### src/rtl/i2c_reg_slave_if.sv
// i2c_reg_slave_if: register-access bus between the I2C responder and its register file.
interface i2c_reg_slave_if;
  logic       reg_wr;
  logic       reg_rd;
  logic [7:0] reg_addr;
  logic [7:0] reg_wdata;
  logic [7:0] reg_rdata;
  modport master(output reg_wr, reg_rd, reg_addr, reg_wdata, input reg_rdata);
  modport slave(input reg_wr, reg_rd, reg_addr, reg_wdata, output reg_rdata);
endinterface

### src/rtl/i2c_reg_slave.sv
// i2c_reg_slave: I2C responder turning device/register/data byte transfers into register bus strobes.
module i2c_reg_slave #(
  parameter logic [6:0] SLAVE_ADDR = 7'h39
) (
  input  logic           clk,
  input  logic           rst,
  input  logic           scl_pad_i,
  input  logic           sda_pad_i,
  output logic           sda_pad_o,
  output logic           sda_padoen_o,
  output logic           busy,
  i2c_reg_slave_if.master bus
);
  typedef enum logic [3:0] {IDLE, DEV_ADDR, DEV_ACK, REG_ADDR, REG_ACK, WR_DATA, WR_ACK, RD_DATA, RD_MACK, IGNORE} state_t;
  state_t     state, state_n;
  logic [1:0] scl_s, sda_s;
  logic       scl_d, sda_d;
  logic [2:0] vld;
  logic [2:0] cnt, cnt_n;
  logic [7:0] sh, sh_n, addr, addr_n, wdata, wdata_n;
  logic       oe, oe_n, wr, wr_n, rd, rd_n, ld, bsy, bsy_n, rw, rw_n;
  logic       scl, sda, rise, fall, start, stop, hit;
  // vld masks edge detection until the history holds real bus values, so a reset mid-frame cannot fake a START
  always_ff @(posedge clk or posedge rst) begin
    if (rst) begin
      scl_s <= 2'b11;
      sda_s <= 2'b11;
      scl_d <= 1'b1;
      sda_d <= 1'b1;
      vld   <= '0;
    end else begin
      scl_s <= {scl_s[0], scl_pad_i};
      sda_s <= {sda_s[0], sda_pad_i};
      scl_d <= scl_s[1];
      sda_d <= sda_s[1];
      vld   <= {vld[1:0], 1'b1};
    end
  end
  assign scl   = scl_s[1];
  assign sda   = sda_s[1];
  assign rise  = vld[2] & scl & ~scl_d;
  assign fall  = vld[2] & ~scl & scl_d;
  assign start = vld[2] & scl & scl_d & sda_d & ~sda;
  assign stop  = vld[2] & scl & scl_d & ~sda_d & sda;
  assign hit   = sh[6:0] == SLAVE_ADDR;
  always_ff @(posedge clk or posedge rst) begin
    if (rst) begin
      state <= IDLE;
      cnt   <= '0;
      sh    <= '0;
      addr  <= '0;
      wdata <= '0;
      oe    <= 1'b1;
      wr    <= 1'b0;
      rd    <= 1'b0;
      ld    <= 1'b0;
      bsy   <= 1'b0;
      rw    <= 1'b0;
    end else begin
      state <= state_n;
      cnt   <= cnt_n;
      sh    <= sh_n;
      addr  <= addr_n;
      wdata <= wdata_n;
      oe    <= oe_n;
      wr    <= wr_n;
      rd    <= rd_n;
      ld    <= rd;
      bsy   <= bsy_n;
      rw    <= rw_n;
    end
  end
  always_comb begin
    state_n = state;
    cnt_n   = cnt;
    sh_n    = sh;
    addr_n  = addr;
    wdata_n = wdata;
    oe_n    = oe;
    wr_n    = 1'b0;
    rd_n    = 1'b0;
    bsy_n   = bsy;
    rw_n    = rw;
    if (start) begin
      state_n = DEV_ADDR;
      cnt_n   = '0;
      oe_n    = 1'b1;
    end else if (stop) begin
      state_n = IDLE;
      bsy_n   = 1'b0;
      oe_n    = 1'b1;
    end else begin
      case (state)
        DEV_ADDR, REG_ADDR, WR_DATA: if (rise) begin
          sh_n  = {sh[6:0], sda};
          cnt_n = cnt + 3'd1;
          if (cnt == 3'd7) begin
            if (state == DEV_ADDR) begin
              state_n = hit ? DEV_ACK : IGNORE;
              bsy_n   = bsy | hit;
              rw_n    = sda;
            end else if (state == REG_ADDR) begin
              addr_n  = sh_n;
              state_n = REG_ACK;
            end else begin
              wdata_n = sh_n;
              wr_n    = 1'b1;
              state_n = WR_ACK;
            end
          end
        end
        // oe doubles as the ACK phase flag: first fall drives low, second fall releases and moves on
        DEV_ACK, REG_ACK, WR_ACK: if (fall) begin
          oe_n = ~oe;
          if (!oe) begin
            state_n = state == DEV_ACK ? (rw ? RD_DATA : REG_ADDR) : WR_DATA;
            rd_n    = state == DEV_ACK && rw;
            addr_n  = state == WR_ACK ? addr + 8'd1 : addr;
          end
        end
        RD_DATA: if (ld) begin
          sh_n = bus.reg_rdata;
          oe_n = bus.reg_rdata[7];
        end else if (fall) begin
          cnt_n   = cnt + 3'd1;
          sh_n    = {sh[6:0], 1'b0};
          oe_n    = cnt == 3'd7 ? 1'b1 : sh[6];
          state_n = cnt == 3'd7 ? RD_MACK : RD_DATA;
        end
        // the master's ACK is taken on the rise, but the next byte only starts on the following fall
        RD_MACK: if (rise) begin
          state_n = sda ? IGNORE : RD_MACK;
          addr_n  = sda ? addr : addr + 8'd1;
          cnt_n   = {2'b00, ~sda};
        end else if (fall && cnt[0]) begin
          state_n = RD_DATA;
          rd_n    = 1'b1;
          cnt_n   = '0;
        end
        default: ;
      endcase
    end
  end
  assign sda_pad_o     = 1'b0;
  assign sda_padoen_o  = oe;
  assign busy          = bsy;
  assign bus.reg_wr    = wr;
  assign bus.reg_rd    = rd;
  assign bus.reg_addr  = addr;
  assign bus.reg_wdata = wdata;
endmodule

### src/flat_wrapper.sv
// flat-port wrapper written by rule: the top's interface ports become plain ports
module i2c_reg_slave_flat 
#(
  parameter logic [6:0] SLAVE_ADDR = 7'h39
)
  (clk, rst, scl_pad_i, sda_pad_i, sda_pad_o, sda_padoen_o, busy, bus_reg_wr, bus_reg_rd, bus_reg_addr, bus_reg_wdata, bus_reg_rdata);
  i2c_reg_slave_if bus_i ();
  input  logic clk;
  input  logic rst;
  input  logic scl_pad_i;
  input  logic sda_pad_i;
  output logic sda_pad_o;
  output logic sda_padoen_o;
  output logic busy;
  output wire logic [$bits(bus_i.reg_wr)-1:0] bus_reg_wr;
  output wire logic [$bits(bus_i.reg_rd)-1:0] bus_reg_rd;
  output wire logic [$bits(bus_i.reg_addr)-1:0] bus_reg_addr;
  output wire logic [$bits(bus_i.reg_wdata)-1:0] bus_reg_wdata;
  input wire logic [$bits(bus_i.reg_rdata)-1:0] bus_reg_rdata;
  assign bus_reg_wr = bus_i.reg_wr;
  assign bus_reg_rd = bus_i.reg_rd;
  assign bus_reg_addr = bus_i.reg_addr;
  assign bus_reg_wdata = bus_i.reg_wdata;
  assign bus_i.reg_rdata = bus_reg_rdata;
  i2c_reg_slave #(.SLAVE_ADDR(SLAVE_ADDR)) u_core (.clk(clk), .rst(rst), .scl_pad_i(scl_pad_i), .sda_pad_i(sda_pad_i), .sda_pad_o(sda_pad_o), .sda_padoen_o(sda_padoen_o), .busy(busy), .bus(bus_i));
endmodule
### config.mk
export PLATFORM = sky130hd
export DESIGN_NAME = i2c_reg_slave_flat
export DESIGN_NICKNAME = d
export VERILOG_FILES = /design/src/rtl/i2c_reg_slave_if.sv /design/src/rtl/i2c_reg_slave.sv /design/src/flat_wrapper.sv
export SDC_FILE = /design/constraint.sdc
export NUM_CORES = 1
export LEC_CHECK = 0
export BUFFER_PORTS_ARGS = -buffer_cell sky130_fd_sc_hd__buf_2
export CAP_MARGIN = 20
export CORE_ASPECT_RATIO = 0.8
export CORE_MARGIN = 5
export CORE_UTILIZATION = 61
export CTS_CLUSTER_SIZE = 28
export DETAILED_ROUTE_END_ITERATION = 12
export PLACE_DENSITY = 0.84
export SLEW_MARGIN = 20
export SYNTH_ARGS = -nofsm -noshare
export SYNTH_HDL_FRONTEND = slang
export SYNTH_SLANG_ARGS = --single-unit
### constraint.sdc
create_clock -name clk -period 5 [get_ports clk]
set_clock_uncertainty 0.1 [all_clocks]
set_input_delay 1.25 -clock clk [delete_from_list [all_inputs] [get_ports clk]]
set_output_delay 1.25 -clock clk [all_outputs]
set_load 0.1 [all_outputs]
# Yosys cells after proc, flatten, opt, wreduce, memory -nomap -nowiden
# Cells that the tools add are included.
[classes]
n_reduce_logical = 21
bitwise = 19
muxes = 66
n_addsub = 2
eq_ne = 33
[op_table]
columns = ["cell", "n"]
rows = [
  ["8-bit 2-to-1 mux", 9],
  ["4-bit 2-to-1 mux", 14],
  ["1-bit 2-to-1 mux", 25],
  ["3-bit 2-to-1 mux", 8],
  ["8-bit one-hot mux with 3 select lines", 1],
  ["7-bit 2-to-1 mux", 3],
  ["4-bit by 1-bit inequality test with 1-bit output, second input constant", 5],
  ["4-bit by 3-bit == test with 1-bit output, second input constant", 4],
  ["4-bit one-hot mux with 4 select lines", 1],
  ["2-bit by 1-bit inequality test with 1-bit output, second input constant", 7],
  ["7-bit one-hot mux with 2 select lines", 1],
  ["12-bit AND reduction", 1],
  ["6-bit AND reduction", 2],
  ["5-bit by 1-bit inequality test with 1-bit output, second input constant", 2],
  ["5-bit AND reduction", 2],
  ["2-bit nonzero test", 5],
  ["1-bit AND", 9],
  ["3-bit by 1-bit inequality test with 1-bit output, second input constant", 3],
  ["1-bit inverter", 9],
  ["3-bit one-hot mux with 3 select lines", 1],
  ["8-bit by 1-bit adder with 8-bit output, second input constant", 1],
  ["4-bit by 2-bit == test with 1-bit output, second input constant", 2],
  ["4-bit inequality test, second input constant", 2],
  ["8-bit AND reduction", 1],
  ["17 further kinds", 23],
]
[totals]
regBits = 45
word_cells = 157
out_inout_bits = 21
inputBits = 12

# Longest topological paths before layout
[logic_depth]
ltp_word = 9
ltp_mapped = 8
mapped_depth_nobuf = 7

# Worst setup path before layout
# OpenSTA, ideal clock, no wires.
[synth_path]
kind = "reg2out"
startpoint = "reg u_core.addr[0] (netlist: u_core.bus.reg_addr[0])"
endpoint = "out bus_reg_addr[0]"
slack_ns = 2.657
path_stages_with_launch = 1
path_buffers = 0
arrival_time_ns = 0.993
cell_sequence = "dfrtp_1"
[synth_rtl]
columns = ["item", "line", "source"]
rows = [
  ["from (decl)", "i2c_reg_slave.sv:20", "logic [7:0] sh, sh_n, addr, addr_n, wdata, wdata_n;"],
  ["from (signal assigned)", "i2c_reg_slave.sv:63", "addr <= addr_n;"],
  ["to (decl)", "flat_wrapper.sv:17", "output wire logic [$bits(bus_i.reg_addr)-1:0] bus_reg_addr;"],
]
# No word-level cell between the ends.

# Worst setup path after layout
[layout_path]
startpoint = "reg u_core.oe (netlist: u_core.sda_padoen_o)"
endpoint = "out sda_padoen_o"
[layout_rtl]
columns = ["item", "line", "source"]
rows = [
  ["from (decl)", "i2c_reg_slave.sv:21", "logic oe, oe_n, wr, wr_n, rd, rd_n, ld, bsy, bsy_n, rw, rw_n;"],
  ["from (signal assigned)", "i2c_reg_slave.sv:65", "oe <= oe_n;"],
  ["to (decl)", "flat_wrapper.sv:13", "output logic sda_padoen_o;"],
]
# No word-level cell between the ends.

==> results.md <==
* Status: finished clean
* Post-CTS Setup Repair Bufs at 0
* Pwr/cell area at 264.3 nW/µm²
* Post-DRT Antenna Nets at 0
* Crit-path cells: buf_2
* 1st-iter DRT viols at 285
* Final hold violations at 0
* Non-filler cells, final at 314
* Synth Area in XOR/XNOR at 0.003702
* Mapped Avg Cell Area at 10.11 µm²
* ANT cells at 0
* Cells after DPL at 306
* RSZ-0062 raised after global routing: no
* Vias at 1955
* Synth Area in Simple Gates at 0.1745
* Max-capacitance violation count at 0
* Drt pass-1 iters at 4
* GRT Overall Usage at 0.2303
* Max-slew violation count at 0
* Clk sinks at 45
* Period utilization at 0.5347
* H-tree Lvls at 2
* CTS Hold Buffers Added at 0
* Via density at 6.226
* Root buffer cell: clkbuf_8
* Buf/Inv on CP at 1
* Largest stage delay, worst path at 590 ps
* Core area at 3779 µm²
* Least-Margin Pin Slew at 773.0 ps
* Min Tclk post-route at 2673 ps
* Commonest non-fill, non-tap cell in the layout: dfrtp_1
* Initial antenna violation count at 0
* Total gr overflow at 0
* Yosys reg bits at 45
* Pleak at 1.214 nW
* Routed len/inst at 17.38 µm
* CP Max Fanout at 6
* CTS buffer count at 5
* Post-synthesis sequential area ratio at 0.4796
* GPL Wtd Cong at 0.9487
* Crit path kind: reg2out
* DP HPWL at 3911 µm
* Reg clk slew, reported paths at 80 ps
* Top FF cell, synth: dfrtp_1
* Ratio of cells with drive above 1 in the final layout at 0.2085
* Worst VDD drop at 0.0002496 V
* Syn Nets at 249
* Vias in the first global route at 1856
* Post-synthesis adder-cell area fraction at 0.01586
* Post-Synthesis Cell Area at 2366 µm²
* Multiplexer area fraction after synthesis at 0.08091
* Largest family of logic cells by synthesized area: compound AO/OA/AOI/OAI gates
* Setup Total Neg Slack at 0 ps
* F_max at 0.3741 GHz
* Die W at 79.63 µm
* Hold Path Class: reg2reg
* Clk_lat worst skew at 300 ps
* Reg2reg setup slack at 2490 ps
* Slowest-stage cell, CP: dfstp_2
* Post-CTS resize count at 0
* Number of cell rows at 20
* Clock buffer depth at 2
* Netlist cell types at 57
* Residual DRC at 0
* Die area at 5232 µm²
* Tot Pwr at 692.1 µW
* Global-route wire length before repair at 9280 µm
* Final setup violation count at 0
* Initial Utilization at 0.6262
* Startpoint types: register
* Top Ports at 33
* Compound-cell area share of the yosys netlist at 0.1898
* Area grow syn2layout at 10.68%
* Layout Nets at 273
* Commonest non-fill, non-tap cells in the layout: dfrtp_1 (38), buf_2 (31), a21oi_1 (23)
* Family with the most delay on the worst path: flip-flops
* Port buffer count at 31
* Post-Route WL at 5456 µm
* Syn. warnings at 0
* Worst rel slew slack at 0.4846
* Post-synth EDFFs at 0
* Critical path endpoint category: primary output
* Largest net degree at the start of global routing at 46
* Die height at 65.71 µm
* Critical path data required time at 3650 ps
* Worst Path Arrival at 1320 ps
* TritonCTS clock tree: done
* Asr flop ratio synth at 1.000
* Gate Count Post-Synth at 234
==> layer usage <==
metal	share of wire	up-vias	GRT usage
li1	-	915	-
met1	0.47	950	0.3441
met2	0.45	81	0.3365
met3	0.072	9	0.05890
met4	0.0088	0	0.05150
met5	0	-	0
==> report_power, final <==
group | switching [mW] | internal, mW
clock | 0.129 | 0.115
combinational | 0.0334 | 0.0197
sequential | 0.0186 | 0.377
total | 0.181 | 0.511
==> through the flow <==
step / cell area (µm²) / hold slack [ps] / utilization / setup WS [ps]
after global placement: 2515 / 234.1 / 0.6656 / 2387
final: 2619 / 259.5 / 0.6930 / 2327
after detailed placement: 2519 / 235.8 / 0.6666 / 2552
after floorplan: 2366 / 231.2 / - / 2602
after global routing: 2619 / 261.9 / 0.6930 / 2274
after CTS: 2619 / 256.2 / 0.6930 / 2319
==> path summary, 6_finish.rpt <==
kind | end | depth (start not counted) | startpoint
hold / removal | u_core.sda_s[1] | 0 | u_core.sda_s[0]
setup reg to reg | u_core.bus.reg_wdata[0] | 6 | u_core.cnt[0]
min in group asynchronous | u_core.vld[0] | 3 | rst
setup / recovery | sda_padoen_o | 1 | u_core.sda_padoen_o
hold reg to reg | u_core.sda_s[1] | 0 | u_core.sda_s[0]
max in group asynchronous | u_core.bus.reg_addr[3] | 3 | rst
==> cells in the mapped netlist (2+ instances only) <==
master	number	share of area
a21oi_1	23	0.049
o22ai_1	2	0.0053
nor3b_1	2	0.0063
nor3_1	4	0.0085
dfrtp_1	38	0.40
o21ai_1	2	0.0042
mux2i_1	9	0.038
and3_1	3	0.0079
o211ai_1	3	0.0095
ha_1	3	0.016
dfstp_2	7	0.078
buf_6	2	0.0095
buf_2	6	0.013
nand2_1	13	0.021
a311oi_1	2	0.0074
and2_1	4	0.011
nand3b_1	3	0.0095
o21ai_0	3	0.0063
nor2_1	21	0.033
o22a_1	6	0.022
nand4b_1	2	0.0074
conb_1	2	0.0032
mux2_1	8	0.038
nand3_1	4	0.0085
clkbuf_1	6	0.0095
or2_1	2	0.0053
nand2b_1	2	0.0053
o31ai_1	3	0.0095
inv_1	11	0.017
nand4_1	4	0.011
a41oi_1	3	0.011
a31oi_1	6	0.016
==> cells by family after synthesis <==
kind of cell	after synthesis
mux	18
fa+ha+maj	3
compound gates	65
xor+xnor	1
simple gates	74
buf+inv	26
flops	45
other cells	2
==> layout make-up <==
class | count | area [µm²]
fillers | 292 | 1160
flip-flops and latches | 45 | 1135
multi-input cells | 163 | 1111
repair buffers | 32 | 162.7
clock buffers | 6 | 82.58
well taps | 55 | 68.82
inverters | 11 | 41.29
clock inverters | 2 | 17.52
==> registers in the layout, indices dropped and copies added (netlist names), 2 cells and up <==
signal and cells:
u_core.sh 7, u_core.bus.reg_addr 8, u_core.cnt 3, u_core.scl_s 2, u_core.vld 3, u_core.bus.reg_wdata 8, u_core.state 4, u_core.sda_s 2
(Power assumes the default switching activity.)
